## config.mk

```make
export PLATFORM = sky130hd
export DESIGN_NAME = antilog_share_arbiter
export DESIGN_NICKNAME = d
export VERILOG_FILES = /design/src/rtl/aptpu_log_pkg.sv /design/src/rtl/antilog_share_arbiter_conv.sv /design/src/rtl/antilog_share_arbiter.sv
export SDC_FILE = /design/constraint.sdc
export NUM_CORES = 1
export LEC_CHECK = 0
export ABC_CLOCK_PERIOD_IN_PS = 4250
export BUFFER_PORTS_ARGS = -buffer_cell sky130_fd_sc_hd__buf_2
export CAP_MARGIN = 25
export CORE_MARGIN = 5
export CORE_UTILIZATION = 45
export CTS_CLUSTER_DIAMETER = 30
export DETAILED_ROUTE_END_ITERATION = 6
export GPL_TIMING_DRIVEN = 0
export HOLD_SLACK_MARGIN = 0.03
export PLACE_DENSITY = 0.69
export SLEW_MARGIN = 30
export SYNTH_ARGS = -nofsm -noshare
export SYNTH_HDL_FRONTEND = slang
export SYNTH_HIERARCHICAL = 1
export SYNTH_SLANG_ARGS = --single-unit
```

## constraint.sdc

```tcl
create_clock -name clk -period 4.25 [get_ports clk]
set_input_delay 0.6375 -clock clk [delete_from_list [all_inputs] [get_ports clk]]
set_output_delay 0.6375 -clock clk [all_outputs]
set_load 0.005 [all_outputs]
```

## src/rtl/aptpu_log_pkg.sv

```systemverilog
// Shared definitions for the log-domain (approximate TPU) datapath.
//   - Default operand width and mantissa truncation width.
//   - LW_F(): width of one packed log operand for a given configuration.
//   - antilog_ref(): straightforward behavioural antilog for the default
//     configuration, usable as a golden model.
package aptpu_log_pkg;

    localparam int DW_DEF  = 16;
    localparam int T_DEF   = 6;
    localparam int RWD_DEF = 2 * DW_DEF;

    // Log operand = characteristic (clog2(dw)+1 bits) + mantissa (t+1 bits).
    function automatic int LW_F(input int dw, input int t);
        return $clog2(dw) + t + 2;
    endfunction

    localparam int LW_DEF = LW_F(DW_DEF, T_DEF);

    function automatic logic [RWD_DEF-1:0] antilog_ref(input logic [LW_DEF-1:0] l);
        logic [RWD_DEF-1:0] x;
        int k;
        int sh;
        // Implicit leading one followed by the T-1 kept mantissa bits.
        x  = ((RWD_DEF'(l) >> 2) & RWD_DEF'((1 << (T_DEF - 1)) - 1))
           | RWD_DEF'(1 << (T_DEF - 1));
        k  = int'(l >> (T_DEF + 1));
        sh = k - T_DEF + 1;
        if (sh >= 0) return x << sh;
        else         return x >> (-sh);
    endfunction

endpackage

```

## src/rtl/antilog_share_arbiter_conv.sv

```systemverilog
// Combinational antilogarithmic converter.
// Ports:
//   l_i   : log operand {K, mantissa, 2 ignored LSBs}
//   res_o : linear-domain result, 2*DataIN_width bits
// The value is Xt = {1, mantissa[T-1:1]} scaled by 2^(K-T+1); bits shifted
// past the top of the result are dropped.
module antilog_share_arbiter_conv #(
    parameter int DataIN_width     = 16,
    parameter int truncation_width = 6,
    parameter int bw_lg            = $clog2(DataIN_width),
    localparam int LW              = bw_lg + truncation_width + 2,
    localparam int RW              = 2 * DataIN_width
) (
    input  logic [LW-1:0] l_i,
    output logic [RW-1:0] res_o
);

    localparam int T = truncation_width;

    logic        [RW-1:0]    xt_ext;
    logic        [bw_lg:0]   k;
    logic signed [bw_lg+1:0] sub;
    logic        [bw_lg+1:0] rsh;
    logic                    unused_lsb;

    assign xt_ext     = RW'({1'b1, l_i[T:2]});
    assign k          = l_i[T+bw_lg+1:T+1];
    // One extra bit over K so the subtraction is a proper signed value.
    assign sub        = $signed({1'b0, k}) - $signed((bw_lg + 2)'(T - 1));
    assign rsh        = $unsigned(-sub);
    assign unused_lsb = ^l_i[1:0];

    always_comb begin
        if (sub >= 0) res_o = xt_ext << $unsigned(sub);
        else          res_o = xt_ext >> rsh;
    end

endmodule

```

## src/rtl/antilog_share_arbiter.sv

```systemverilog
// Round-robin sharing of one antilog converter among N_REQ log-domain
// requesters, with a two-stage pipeline (operand register, then converter
// into the result register) and valid/ready handshakes on every port.
// Ports:
//   clk, rst   : clock, synchronous active-high reset
//   req_valid  : per-requester operand valid
//   req_ready  : per-requester accept (at most one bit high)
//   req_data   : packed operands, requester i at [i*LW +: LW]
//   out_valid / out_ready : result handshake
//   out_data   : antilog result; out_id : requester that produced it
//   busy       : either pipeline stage occupied
//   stall_cnt  : saturating count of stalled output cycles
//                (present only when ANTI_STALL_CNT_EN is defined)
module antilog_share_arbiter
    import aptpu_log_pkg::*;
#(
    parameter int DataIN_width     = DW_DEF,
    parameter int truncation_width = T_DEF,
    parameter int bw_lg            = $clog2(DataIN_width),
    parameter int N_REQ            = 4,
    localparam int LW              = bw_lg + truncation_width + 2,
    localparam int IDW             = $clog2(N_REQ)
) (
    input  logic                      clk,
    input  logic                      rst,
    input  logic [N_REQ-1:0]          req_valid,
    output logic [N_REQ-1:0]          req_ready,
    input  logic [N_REQ*LW-1:0]       req_data,
    output logic                      out_valid,
    input  logic                      out_ready,
    output logic [2*DataIN_width-1:0] out_data,
    output logic [IDW-1:0]            out_id,
    output logic                      busy
`ifdef ANTI_STALL_CNT_EN
    ,
    output logic [15:0]               stall_cnt
`endif
);

    localparam int RW = 2 * DataIN_width;

    // Returns {found, index}: first valid requester at or after p, wrapping.
    function automatic logic [IDW:0] rr_pick(input logic [N_REQ-1:0] v,
                                             input logic [IDW-1:0]   p);
        logic [IDW:0] r;
        int idx;
        r = '0;
        // Walk from the farthest offset down so the nearest hit wins.
        for (int o = N_REQ - 1; o >= 0; o--) begin
            idx = (int'(p) + o) % N_REQ;
            if (v[IDW'(idx)]) r = {1'b1, IDW'(idx)};
        end
        return r;
    endfunction

    logic [IDW-1:0] ptr_q, ptr_d;
    logic           s1_valid_q, s1_valid_d;
    logic [LW-1:0]  s1_l_q;
    logic [IDW-1:0] s1_id_q;
    logic           out_valid_q;
    logic [RW-1:0]  out_data_q;
    logic [IDW-1:0] out_id_q;

    logic [IDW:0]   pick;
    logic           gnt_vld;
    logic [IDW-1:0] gnt_idx;
    logic           s1_adv, s2_adv, hs;
    logic [RW-1:0]  conv_res;

    assign pick    = rr_pick(req_valid, ptr_q);
    // No grant while in reset so nothing is offered that would be discarded.
    assign gnt_vld = pick[IDW] & ~rst;
    assign gnt_idx = pick[IDW-1:0];
    assign s2_adv  = ~out_valid_q | out_ready;
    assign s1_adv  = ~s1_valid_q | s2_adv;
    assign hs      = gnt_vld & s1_adv;

    always_comb begin
        req_ready          = '0;
        req_ready[gnt_idx] = hs;
    end

    assign ptr_d      = hs ? IDW'((int'(gnt_idx) + 1) % N_REQ) : ptr_q;
    assign s1_valid_d = hs ? 1'b1 : (s1_adv ? 1'b0 : s1_valid_q);

    // ---- stage 1: operand register ----
    always_ff @(posedge clk) begin
        if (hs) begin
            s1_l_q  <= req_data[int'(gnt_idx)*LW +: LW];
            s1_id_q <= gnt_idx;
        end
    end

    antilog_share_arbiter_conv #(
        .DataIN_width    (DataIN_width),
        .truncation_width(truncation_width),
        .bw_lg           (bw_lg)
    ) u_conv (
        .l_i  (s1_l_q),
        .res_o(conv_res)
    );

    // ---- stage 2: result register ----
    always_ff @(posedge clk) begin
        if (rst) begin
            ptr_q       <= '0;
            s1_valid_q  <= 1'b0;
            out_valid_q <= 1'b0;
            out_data_q  <= '0;
            out_id_q    <= '0;
        end else begin
            ptr_q      <= ptr_d;
            s1_valid_q <= s1_valid_d;
            if (s2_adv) begin
                out_valid_q <= s1_valid_q;
                if (s1_valid_q) begin
                    out_data_q <= conv_res;
                    out_id_q   <= s1_id_q;
                end
            end
        end
    end

    assign out_valid = out_valid_q;
    assign out_data  = out_data_q;
    assign out_id    = out_id_q;
    assign busy      = s1_valid_q | out_valid_q;

`ifdef ANTI_STALL_CNT_EN
    function automatic logic [15:0] sat_inc16(input logic [15:0] c);
        return (c == 16'hFFFF) ? c : c + 16'd1;
    endfunction

    logic [15:0] stall_cnt_q;

    always_ff @(posedge clk) begin
        if (rst)                           stall_cnt_q <= '0;
        else if (out_valid_q & ~out_ready) stall_cnt_q <= sat_inc16(stall_cnt_q);
    end

    assign stall_cnt = stall_cnt_q;
`endif

endmodule

```

* Yosys cells after proc, flatten, opt, wreduce, memory -nomap -nowiden
Cells that the tools add are included.
** Word-level totals
- Bits of input ports :: 55
- Output and inout port bits :: 40
- Bits in registers :: 52
- Logic and storage cells :: 57
** Operators by class
- Muxes and demuxes :: 21
- Bitwise gates (word level) :: 9
- Multipliers :: 1
- Add/subtract/negate cells :: 6
- Reductions and logical operators :: 3
- Shift operators :: 3
- Order comparisons :: 7
** Operators by type and width (number)
- $shiftx 48x7->12 :: 1
- $mux 32 :: 1
- $shl 6x6->32 :: 1
- $shr 6x6->32 :: 1
- $lt 2x4->1 const B :: 4
- $mux 3 :: 4
- $mux 1 :: 11
- $bmux 1 s2 :: 4
- $ge 6x1->1 const B :: 1
- $neg 6->6 :: 1
- $sub 5x3->6 const B :: 1
- $add 2x1->2 const B :: 2
- $add 2x2->2 const B :: 2
- $and 4x4->4 :: 1
- $mul 2x2->4 const B :: 1
- $lt 2x3->1 const B :: 1
- $not 1->1 :: 3
- $or 1x1->1 :: 3
- $and 1x1->1 :: 2
- $demux 1 s2 :: 1
- $ge 2x1->1 const B :: 1
- $reduce_and 2->1 :: 1
- $reduce_bool 2->1 :: 1
- $logic_and 1x1->1 :: 1

* Logic depth before layout (Yosys ltp)
- Depth after elaboration :: 13
- Gate-level depth with buffers :: 13
- Depth with buffers taken out :: 10

* Cells and area by module
Netlist, hierarchy kept.
** Modules (own cells, without submodules)
- antilog_share_arbiter :: times used 1, area an instance 2272.2 sq um, cells an instance 239, sequential area each 1181.1 sq um
- antilog_share_arbiter_conv :: times used 1, area an instance 991.0 sq um, cells an instance 161, sequential area each 0.0 sq um

* Worst setup path before layout
No wires, ideal clock.
- Path kind :: in2out
- Start :: in out_ready
- End :: out req_ready[2]
- Stages :: 5
- Arrival :: 1.756 ns
- Slack :: 1.857 ns
- Path buffers :: 0
- Required time :: 3.612 ns
- Cells stage by stage :: nor2b_4 -> and2_0 -> or3_4 -> inv_1 -> and3_1
** On the way
- Longest elaborated chain between the ends :: 4
** Ends and longest elaborated chain
- start, declared :: RTL line antilog_share_arbiter.sv:30 : input logic out_ready,
- $or 1x1->1 :: RTL line antilog_share_arbiter.sv:74 : assign s2_adv = ~out_valid_q | out_ready;
- $or 1x1->1 :: RTL line antilog_share_arbiter.sv:75 : assign s1_adv = ~s1_valid_q | s2_adv;
- $and 1x1->1 :: RTL line antilog_share_arbiter.sv:76 : assign hs = gnt_vld & s1_adv;
- named net hs :: RTL line antilog_share_arbiter.sv:67 : logic s1_adv, s2_adv, hs;
- $and 4x4->4 (no source line)
- end, declared :: RTL line antilog_share_arbiter.sv:27 : output logic [N_REQ-1:0] req_ready,
The timed path passes the listed nets, and every way through them passes these cells.

* Worst setup path after layout
- Start :: reg s1_l_q[7]
- End :: reg out_data_q[23], in the netlist out_data[23]
** On the way
- Longest elaborated chain between the ends :: 4
- Elaborated cells on any way between the ends :: 6
- Classes of those cells :: add/sub: 2; order compare: 1; shift: 2; mux: 1
** Ends and longest elaborated chain
- start, declared :: RTL line antilog_share_arbiter.sv:58 : logic [LW-1:0] s1_l_q;
- start signal, assigned :: RTL line antilog_share_arbiter.sv:89 : s1_l_q <= req_data[int'(gnt_idx)*LW +: LW];
- $sub 5x3->6 (*) :: RTL line antilog_share_arbiter_conv.sv:29 : assign sub = $signed({1'b0, k}) - $signed((bw_lg + 2)'(T - 1));
- $neg 6->6 :: RTL line antilog_share_arbiter_conv.sv:30 : assign rsh = $unsigned(-sub);
- $shr 6x6->32 :: RTL line antilog_share_arbiter_conv.sv:35 : else res_o = xt_ext >> rsh;
- $mux 32 (*) :: RTL line antilog_share_arbiter_conv.sv:34 : if (sub >= 0) res_o = xt_ext << $unsigned(sub);
- named net conv_res[23] :: RTL line antilog_share_arbiter.sv:68 : logic [RW-1:0] conv_res;
- end signal, assigned :: RTL line antilog_share_arbiter.sv:117 : out_data_q <= conv_res;
- end, declared :: RTL line antilog_share_arbiter.sv:61 : logic [RW-1:0] out_data_q;
The timed path passes the listed nets; every way through them passes the cells marked *.
A chain may end at the register's enable or synchronous reset.

==> flow_summary.ini <==
[place]
place_area_um2 = 3690
portBuffers = 86
hpwl_um = 6190
dp.cells = 574
place_congestion = 0.868

[cts]
cts_max_level = 2
cts_buffers = 5
cts_resized = 0
holdBufCountCts = 0
root_buffer = clkbuf_8
clk_latency_ns = 0.30
clockBufferDepth = 2
clock_sinks = 50
cts_setup_buffers = 0
cts_tree = built
clk_pin_slew_ns = 0.09

[global_route]
grt.busiest_layer = met2
grt_overflow = 0
grt_pass1_wl_um = 13000
use_met2_pct = 31.0
gr-usage-met3_pct = 4.34
use_met1_pct = 22.0
grt_usage_pct = 18.0
antenna_found_initial = 0
grt_pass1_vias = 2915
grt_max_degree = 17

[power_and_ir_drop]
powerDensity_nw_per_um2 = 354
power_leakage_nw = 1.60
ir_drop_mv = 0.138

[floorplan]
start_util_pct = 46.3
die_h_um = 93.6
dieArea_um2 = 8760
num_rows = 30
dieWidth_um = 93.6
core_um2 = 6790
num_io_pins = 95

[yosys]
syn_area_um2 = 3140
ys.warnings.count = 6
synth_cells = 392
avgSynthCellArea_um2 = 8.02
synth.net_count = 450

[min_path]
hp-class = register to register

[timing]
final-setup-viol-count = 0
fmax_ghz = 0.357
rsz0062_at_grt = false
min_period_over_period_pct = 66.0
fin_setup_tns_ns = 0
worst_pin_slew_ns = 0.811
drv_slew = 0
hold_violations = 0
post-route-min-period_ns = 2.80
finClkSkew_ns = 0.0106
slew_headroom_pct = 45.5

[worst_setup_path]
cp_max_fo = 10
arrival_ns = 3.04
critPathRequiredTime_ns = 4.49
worstSetupEndpointType = register
cp-start-kind = register
path_class = register to register

[layout]
syn_to_final_growth_pct = 20.3
post-route-cell-area_um2 = 3780
nets = 543
drive_above_1_share_pct = 25.5
final_core_util_pct = 55.7
final-instance-count-excl-fill = 582
num_antenna_cells = 0

[run]
maxCapViolCount = 0

[route]
route.vias.total = 2991
drc_errors = 0
initialDrtViolationCount = 153
final_antenna_net_count = 0
wl_per_cell_um = 13.4
vias_per_cell = 5.14
drtPass1Iterations = 5
drt-total-wl_um = 7820

[status]
outcome = finished clean
## layout make-up
class                   instances  area (µm²)
fillers                       654        3010
multi-input cells             303        1830
flip-flops and latches         50        1120
repair buffers                 86         430
plain buffers                  27         149
well taps                      96         120
clock buffers                   5        68.8
inverters                      12        47.5
clock inverters                 3        20.0
## placed cells by master, fill, tap and decap left out, drive strengths merged, types with 2 or more instances in the layout
cell and n:
nor3b 2, xnor2 2, buf 99, o21ai 14, nor3 9, o21a 3, nand3b 3, nand2 80
a211oi 2, nor4 2, clkinv 2, a21o 2, or2 2, dfxtp 38, nand2b 5, clkbuf 19
and3 2, nand3 5, a21oi 50, inv 12, xor2 2, o22ai 6, nor2b 10, ha 3
nor2 29, nand4 2, a31oi 5, edfxtp 12, or3 3, a221oi 3, and2 5, mux2i 38
## state kept, by name (all words and copies together) (netlist names)
| register | count |
|---|---|
| out_data | 32 |
| s1_l_q | 10 |
| out_id | 2 |
| ptr_q | 2 |
| s1_id_q | 2 |
| out_valid | 1 |
| s1_valid_q | 1 |
## worst max-delay path, stage by stage, from the launching register on
cell and delay, ns:
edfxtp_1 0.41, buf_6 0.16, buf_4 0.16, inv_2 0.09, ha_1 0.25, buf_2 0.19, mux2i_1 0.14, o21ai_0 0.56
o21ai_0 0.38, nor2_1 0.20, nand2_1 0.07, a21oi_1 0.12
## per-stage QoR
stage | worst slack (ns) | total power, W | hold slack (ns)
6_report | 1.45 | 0.00134 | 0.456
5_1_grt | 1.21 | 0.00143 | 0.481
4_1_cts | 1.47 | 0.00134 | 0.457
3_5_place_dp | 1.51 | 0.00107 | 0.444
3_3_place_gp | 1.53 | 0.00106 | 0.441
2_1_floorplan | 1.90 | 0.000928 | 0.453
## worst paths after layout
| kind | startpoint | endpoint | slack [ns] | cells after the start |
|---|---|---|---|---|
| setup / recovery | s1_l_q[7] | out_data[23] | 1.45 | 11 |
| hold / removal | out_data[23] | out_data[23] | 0.46 | 2 |
| setup reg to reg | s1_l_q[7] | out_data[23] | 1.45 | 11 |
| hold reg to reg | out_data[23] | out_data[23] | 0.46 | 2 |
## metal layers
layer | part of all wire (%) | vias to the layer above
met3 | 7.5 | 11
met2 | 46 | 102
met5 | 0 | -
met4 | 1.5 | 0
li1 | - | 1553
met1 | 45 | 1325
## power by group
group | total [W] | internal, W | leakage (nW) | switching [W]
sequential | 0.000557 | 0.000528 | 0.425 | 0.0000285
clock | 0.000277 | 0.000116 | 0.0422 | 0.000161
combinational | 0.000506 | 0.000206 | 1.13 | 0.000300
total | 0.00134 | 0.000850 | 1.60 | 0.000490
Power figures use the tool's default switching activity.
